### config.mk
export PLATFORM = sky130hd
export DESIGN_NAME = mem_arbiter
export DESIGN_NICKNAME = d
export VERILOG_FILES = /design/src/rtl/mem_arbiter_pkg.sv /design/src/rtl/mem_arbiter_starve_cnt.sv /design/src/rtl/mem_arbiter.sv
export SDC_FILE = /design/constraint.sdc
export NUM_CORES = 1
export LEC_CHECK = 0
export ABC_AREA = 1
export BUFFER_PORTS_ARGS = -buffer_cell sky130_fd_sc_hd__buf_2
export CAP_MARGIN = 10
export CELL_PAD_IN_SITES_DETAIL_PLACEMENT = 0
export CELL_PAD_IN_SITES_GLOBAL_PLACEMENT = 2
export CORE_UTILIZATION = 18
export CTS_BUF_LIST = sky130_fd_sc_hd__clkbuf_4
export DETAILED_ROUTE_END_ITERATION = 12
export PLACE_DENSITY_LB_ADDON = 0.12
export REMOVE_ABC_BUFFERS = 1
export SYNTH_ARGS = -nofsm -noshare
export SYNTH_HDL_FRONTEND = slang
export SYNTH_SLANG_ARGS = --single-unit
### constraint.sdc
create_clock -name clk -period 1.3 [get_ports clk]
set_clock_uncertainty 0.15 [all_clocks]
set_input_delay 0.065 -clock clk [delete_from_list [all_inputs] [get_ports clk]]
set_output_delay 0.065 -clock clk [all_outputs]
set_load 0.02 [all_outputs]
### src/rtl/mem_arbiter_pkg.sv
// Shared state and grant encodings for mem_arbiter and its starvation guard.
package mem_arbiter_pkg;

  typedef enum logic [1:0] {
    IDLE   = 2'd0,
    ACCESS = 2'd1,
    RESP   = 2'd2
  } arb_state_t;

  typedef enum logic {
    GNT_I = 1'b0,
    GNT_D = 1'b1
  } arb_gnt_t;

endpackage

### src/rtl/mem_arbiter_starve_cnt.sv
// arb_starve_cnt: counts data grants made while fetch waits and raises a force-fetch flag.
// Present only when ARB_STARVE_GUARD_EN is defined.
`ifdef ARB_STARVE_GUARD_EN
module arb_starve_cnt #(
  parameter int unsigned STARVE_MAX = 4
) (
  input  logic clk,
  input  logic rst,
  input  logic i_arb,
  input  logic i_gnt_d,
  input  logic i_ireq,
  output logic o_force
);

  localparam int unsigned CW = (STARVE_MAX < 1) ? 1 : $clog2(STARVE_MAX + 1);

  logic [CW-1:0] r_cnt;

  // Every IDLE edge either bumps the count (data won over a waiting fetch) or clears it.
  always_ff @(posedge clk or negedge rst) begin
    if (!rst) begin
      r_cnt <= '0;
    end else if (i_arb) begin
      if (i_gnt_d && i_ireq) r_cnt <= r_cnt + 1'b1;
      else                   r_cnt <= '0;
    end
  end

  assign o_force = (r_cnt == CW'(STARVE_MAX));

endmodule
`endif

### src/rtl/mem_arbiter.sv
// Two-port to one-port memory arbiter: data-over-fetch priority, IDLE/ACCESS/RESP sequencing.
// Optional fetch anti-starvation guard enabled by defining ARB_STARVE_GUARD_EN.
module mem_arbiter
  import mem_arbiter_pkg::*;
#(
  parameter int unsigned ADDR_W     = 32,
  parameter int unsigned DATA_W     = 32,
  parameter int unsigned STARVE_MAX = 4
) (
  input  logic                clk,
  input  logic                rst,
  input  logic                i_req,
  input  logic [ADDR_W-1:0]   i_addr,
  output logic                i_ack,
  output logic [DATA_W-1:0]   i_rdata,
  input  logic                d_req,
  input  logic                d_we,
  input  logic [DATA_W/8-1:0] d_be,
  input  logic [ADDR_W-1:0]   d_addr,
  input  logic [DATA_W-1:0]   d_wdata,
  output logic                d_ack,
  output logic [DATA_W-1:0]   d_rdata,
  output logic                mem_en,
  output logic                mem_we,
  output logic [DATA_W/8-1:0] mem_be,
  output logic [ADDR_W-1:0]   mem_addr,
  output logic [DATA_W-1:0]   mem_wdata,
  input  logic [DATA_W-1:0]   mem_rdata,
  output logic                busy
);

  arb_state_t r_state;
  arb_gnt_t   r_gnt;
  logic       r_dwe;
  logic       w_force;
  logic       w_pick_d;

`ifdef ARB_STARVE_GUARD_EN
  logic w_idle;
  assign w_idle = (r_state == IDLE);

  arb_starve_cnt #(.STARVE_MAX(STARVE_MAX)) u_starve (
    .clk     (clk),
    .rst     (rst),
    .i_arb   (w_idle),
    .i_gnt_d (w_pick_d),
    .i_ireq  (i_req),
    .o_force (w_force)
  );
`else
  // Constant 0; the comparison only keeps STARVE_MAX referenced in the unguarded build.
  assign w_force = (STARVE_MAX != STARVE_MAX);
`endif

  assign w_pick_d = d_req && !(w_force && i_req);

  always_ff @(posedge clk or negedge rst) begin
    if (!rst) begin
      r_state   <= IDLE;
      r_gnt     <= GNT_I;
      r_dwe     <= 1'b0;
      mem_en    <= 1'b0;
      mem_we    <= 1'b0;
      mem_be    <= '0;
      mem_addr  <= '0;
      mem_wdata <= '0;
      i_ack     <= 1'b0;
      d_ack     <= 1'b0;
    end else begin
      case (r_state)
        IDLE: begin
          i_ack <= 1'b0;
          d_ack <= 1'b0;
          if (i_req || d_req) begin
            r_state <= ACCESS;
            mem_en  <= 1'b1;
            if (w_pick_d) begin
              r_gnt     <= GNT_D;
              r_dwe     <= d_we;
              mem_we    <= d_we;
              mem_be    <= d_be;
              mem_addr  <= d_addr;
              mem_wdata <= d_wdata;
            end else begin
              r_gnt     <= GNT_I;
              r_dwe     <= 1'b0;
              mem_we    <= 1'b0;
              mem_be    <= '1;
              mem_addr  <= i_addr;
              mem_wdata <= '0;
            end
          end
        end
        ACCESS: begin
          r_state <= RESP;
          mem_en  <= 1'b0;
          mem_we  <= 1'b0;
          i_ack   <= (r_gnt == GNT_I);
          d_ack   <= (r_gnt == GNT_D);
        end
        RESP: begin
          r_state <= IDLE;
          i_ack   <= 1'b0;
          d_ack   <= 1'b0;
        end
        default: begin
          r_state <= IDLE;
          i_ack   <= 1'b0;
          d_ack   <= 1'b0;
        end
      endcase
    end
  end

  assign busy    = (r_state != IDLE);
  assign i_rdata = i_ack ? mem_rdata : '0;
  assign d_rdata = (d_ack && !r_dwe) ? mem_rdata : '0;

endmodule
## Word level (Yosys, flattened, before mapping)

Cells that the tools add are included.

| word-level totals | value |
|---|---|
| bits in registers | 76 |
| word-level logic and storage cells | 36 |

| cells by class | value |
|---|---|
| equal/unequal tests | 2 |
| mux-type cells | 15 |
| bitwise gates (word level) | 1 |
| reduce and logical (&&, ||, !) cells | 8 |

Operator list:

| operator | number |
|---|---|
| $mux 32 | 4 |
| $mux 1 | 6 |
| $mux 4 | 1 |
| $pmux 1 s2 | 2 |
| $pmux 2 s2 | 1 |
| $reduce_and 2->1 | 2 |
| $reduce_bool 2->1 | 2 |
| $eq 2x1->1 const B | 1 |
| $logic_not 2->1 | 1 |
| $mux 2 | 1 |
| $ne 2x2->1 const B | 1 |
| $logic_and 1x1->1 | 1 |
| $logic_not 1->1 | 1 |
| $logic_or 1x1->1 | 1 |
| $not 1->1 | 1 |

## Depth between registers and ports, before layout

| depth | value |
|---|---|
| depth in word-level cells | 3 |
| depth in mapped cells | 7 |

## Worst setup path after synthesis

Ideal clock, no wire load.

| timing path | value |
|---|---|
| path kind | register to register |
| start | register r_state[0] |
| end | register mem_addr[0] |
| arrival time | 1082 ps |
| setup slack | 3 ps |
| cell stages (with the launch flop) | 7 |
| path buffers | 1 |
| clock period less this slack | 1297 ps |
| path through | dfrtp_1 inv_1 nand2_1 nor2_4 buf_4 nand2_1 nand2_1 |

| on the way | value |
|---|---|
| word-level cells in the longest chain between the ends | 2 |

Ends and longest elaborated chain:

| item | RTL line | source |
|---|---|---|
| start: declaration | mem_arbiter.sv:32 | `arb_state_t r_state;` |
| start signal: assignment | mem_arbiter.sv:59 | `r_state <= IDLE;` |
| start signal: assignment | mem_arbiter.sv:75 | `r_state <= ACCESS;` |
| start signal: assignment | mem_arbiter.sv:95 | `r_state <= RESP;` |
| $logic_not 2->1 | mem_arbiter.sv:70 | `case (r_state)` |
| $reduce_and 2->1 (no source line) | -- |  |
| end signal: assignment | mem_arbiter.sv:82 | `mem_addr <= d_addr;` |
| end signal: assignment | mem_arbiter.sv:89 | `mem_addr <= i_addr;` |
| end: declaration | mem_arbiter.sv:26 | `output logic [ADDR_W-1:0] mem_addr,` |

No other way between the ends.
A chain may end at the register's enable or synchronous reset.

## Worst setup path in the final report

| timing path | value |
|---|---|
| start | register r_dwe |
| end | output port d_rdata[19] |

| on the way | value |
|---|---|
| word-level cells in the longest chain between the ends | 3 |

Ends and longest elaborated chain:

| item | RTL line | source |
|---|---|---|
| start: declaration | mem_arbiter.sv:34 | `logic r_dwe;` |
| start signal: assignment | mem_arbiter.sv:79 | `r_dwe <= d_we;` |
| $logic_not 1->1 | mem_arbiter.sv:117 | `assign d_rdata = (d_ack && !r_dwe) ? mem_rdata : '0;` |
| $logic_and 1x1->1 | mem_arbiter.sv:117 |  |
| $mux 32 | mem_arbiter.sv:117 |  |
| end: declaration | mem_arbiter.sv:22 | `output logic [DATA_W-1:0] d_rdata,` |

No other way between the ends.

==> qor.yml <==
synthesis:
  syn-cell-area_um2: 3940
  ys_top_cells_by_area: "sky130_fd_sc_hd__dfrtp_1 (48%), sky130_fd_sc_hd__nand2_1 (30%), sky130_fd_sc_hd__inv_1 (7.2%), sky130_fd_sc_hd__nand3_1 (4.7%), sky130_fd_sc_hd__nor2_1 (3.3%)"
  post_synth_top_cells: "sky130_fd_sc_hd__nand2_1 (311), sky130_fd_sc_hd__dfrtp_1 (76), sky130_fd_sc_hd__inv_1 (75), sky130_fd_sc_hd__nand3_1 (37), sky130_fd_sc_hd__nor2_1 (35)"
  netlist-cell-type-count: 15
  ys_dominant_reg_cell: "sky130_fd_sc_hd__dfrtp_1"
  synthMostInstantiatedCell: "sky130_fd_sc_hd__nand2_1"
  yosys_warnings: 0
  synth.ff_latch_count: 76
  number_of_standard_cells_after_synthesis: 572
  yosys.area.top_type: "sky130_fd_sc_hd__dfrtp_1"
  synth_async_sr_flop_share: 1.00
  synth_top_cell_area_share: 0.483
  synth_edf_count: 0
  post_synth.cell_area_avg_um2: 6.88
  synth-seq-area-share: 0.483
setup_path:
  critPathLaunchType: "flip-flop"
  crit_slowest_cell: "sky130_fd_sc_hd__dfrtp_1"
  worstPathCellList: "inv_2 > nand2_4 > buf_12 > nor2_1 > buf_4"
  cp.required_ns: 1.09
  critPathBufInv: 3
  timing.rr.start: "r_state[1]"
  reg2reg_depth: 7
  cpPeakStageDelay_ns: 0.42
  worstSetupEndpointType: "primary output"
  worstPathArrival_ns: 1.43
  category_of_the_most_critical_setup_path: "flip-flop to primary output"
  reg2reg_setup_slack_ns: -0.22
  worst-path-max-fanout: 16
  reg_to_reg_critical_path_endpoint: "mem_addr[1]"
  cpLargestDelayFamily: "flip-flops"
route:
  route.detailed.wl_per_inst_um: 14.1
  num_vias: 5120
  remaining_drc_errors: 0
  post_drt_via_cell_ratio: 4.01
  drt_first_pass_iters: 4
  ant_nets: 0
  drt_iter0_drcs: 110
  wl_um: 18000
clock_tree:
  clock_network_latency_to_the_later_pin_of_the_worst_skew_pair_ns: 0.45
  number_of_buffers_created_by_cts: 9
  clkSinkCount: 76
  htree_num_levels: 3
  cts-root-to-sink-buffers: 2
  clk_slew_on_worst_s_h_paths_ns: 0.14
  tritoncts_clock_tree: "done"
  clock-root-buffer: "sky130_fd_sc_hd__clkbuf_4"
place:
  place.detailed.hpwl_um: 10400
  count_of_input_and_output_buffers: 273
  gpl.final_weighted_congestion: 0.774
  pre_cts_ws_ns: -0.0172
  place_area_um2: 5680
timing:
  worst_slew_pin_slew_ns: 0.356
  worst_slack_ns: -0.349
  minimum_clock_period_after_layout_ns: 1.65
  highest_achievable_clock_rate_mhz: 606
  timing.final.crit_share: 1.27
  maxSlewHeadroom: 0.763
  final_hold_viol_count: 0
  hold_worst_slack_ns: 0.0759
  rsz0062_at_grt: "yes"
  slew_viol_final: 0
  setup-violations-final: 139
cells_and_area:
  final_layout_size_suffix_gt1_frac: 0.550
  final-seq-area_um2: 1900
  finalInstanceArea_um2: 8890
  fillCellCount: 2137
  final_nets: 1133
  finalCoreUtilization: 0.419
  syn2layout_area_growth_pct: 126
  multi_input_gate_area_um2: 2230
pwr:
  pwr_density_cell_nw_per_um2: 2040
  worst_ir_drop_on_vdd_v: 0.000755
  total_leakage_power_nw: 5.08
die:
  initial_utilization: 0.185
  die_w_um: 150
  std_cell_rows: 53
  design.portCount: 274
  placeableCoreArea_um2: 21200
  dieHeight_um: 150
  die_area_um2: 22500
grt:
  overflow_left_after_global_routing: 0
  number_of_antenna_violations_at_the_first_check_in_global_routing: 1
  grt_first_pass_wirelength_um: 24400
  grt_use_total: 0.142
  grt_start_max_net_pins: 77
  via_count_of_the_first_global_routing_pass: 4845
worst_hold_path:
  holdCritPathClass: "input port to asynchronous set/reset pin"
run_status:
  violations: "negative setup slack"
  status: "complete, but fails checks"
flow_run:
  cap_viol_max_count: 0
==> through the flow <==
step                      std cells  power [W]  setup TNS (ns)
after detailed placement       1101     0.0111         -0.0280
after global placement         1101     0.0111         -0.0272
after CTS                      1241     0.0150          -35.10
after global routing           1277     0.0192          -41.42
after floorplan                 541    0.00783          -36.76
final                          1277     0.0181          -33.26
==> registers in the layout, summed over array words and instances (netlist names) <==
signal / cells
mem_be: 4
r_gnt: 1
d_ack: 1
mem_en: 1
i_ack: 1
mem_we: 1
mem_addr: 32
r_state: 2
r_dwe: 1
mem_wdata: 32
==> cells in the final DEF, fill, tap and decap left out, types with 2 or more instances in the layout <==
cell	netlist	layout
sky130_fd_sc_hd__nand2_4	1	45
sky130_fd_sc_hd__nor2_4	2	3
sky130_fd_sc_hd__buf_16	0	6
sky130_fd_sc_hd__inv_2	0	28
sky130_fd_sc_hd__clkbuf_16	0	8
sky130_fd_sc_hd__clkbuf_4	0	9
sky130_fd_sc_hd__buf_6	4	87
sky130_fd_sc_hd__nand3_4	0	2
sky130_fd_sc_hd__nand3_1	37	23
sky130_fd_sc_hd__diode_2	0	2
sky130_fd_sc_hd__nand2_1	311	190
sky130_fd_sc_hd__buf_2	10	175
sky130_fd_sc_hd__dfrtp_1	76	75
sky130_fd_sc_hd__inv_4	1	2
sky130_fd_sc_hd__buf_12	0	19
sky130_fd_sc_hd__nand2_2	0	77
sky130_fd_sc_hd__nand3_2	0	12
sky130_fd_sc_hd__dlygate4sd3_1	0	105
sky130_fd_sc_hd__buf_4	10	43
sky130_fd_sc_hd__nor2_2	1	26
sky130_fd_sc_hd__nor2_1	35	9
sky130_fd_sc_hd__inv_1	75	46
==> area by class of cell <==
type	instances	share of cell area
repair buffers	444	0.449
multi-input cells	389	0.250
flip-flops and latches	76	0.214
well taps	275	0.0387
inverters	76	0.0326
clock buffers	9	0.00760
clock inverters	6	0.00718
diodes	2	0.000563
==> timing repair <==
item,CTS,global route
gates cloned,9,11
hold buffers,106,0
setup endpoints to repair,114,206
endpoints found under the hold margin,148,0
setup buffers,10,26
pin swaps,25,50
resized for setup,146,304
==> where the power goes <==
part,internal (W),switching (W),total [W]
Combinational,0.00601,0.00626,0.0123
Clock,0.000576,0.000916,0.00149
Sequential,0.00342,0.000950,0.00437
==> tightest hold or removal path, stage by stage <==
cell,delay (ns)
sky130_fd_sc_hd__dlygate4sd3_1,0.53
sky130_fd_sc_hd__buf_4,0.10
sky130_fd_sc_hd__buf_4,0.14
sky130_fd_sc_hd__buf_12,0.24
==> how the worst max path moves through the flow <==
stage / from / to / slack (ns) / cells after the start
4_1_cts: r_dwe / d_rdata[11] / -0.39 / 5
3_5_place_dp: r_state[0] / mem_addr[8] / -0.02 / 6
6_report: r_dwe / d_rdata[19] / -0.35 / 5
3_3_place_gp: r_state[0] / mem_addr[8] / -0.01 / 6
5_1_grt: r_dwe / d_rdata[27] / -0.42 / 5
2_1_floorplan: r_state[1] / mem_we / -0.39 / 4
==> cell families (layout without fill, tap and decap cells) <==
kind of cell / count (synthesis) / count (layout) / synth area share
AOI/OAI and AO/OA: 1 / 1 / 0.00127
and+or+nand+nor: 388 / 388 / 0.392
other: 0 / 2 / 0
buffers and inverters: 107 / 535 / 0.123
DFF: 76 / 76 / 0.483
==> layer usage <==
metal  track usage  wire length (µm)  vias to the layer above
li1              -                 -                     2523
met1         0.154              7100                     2397
met2         0.267              9390                      184
met3        0.0308              1210                       16
met4        0.0561               262                        0
met5             0                 0                        -
(Power assumes the default switching activity.)
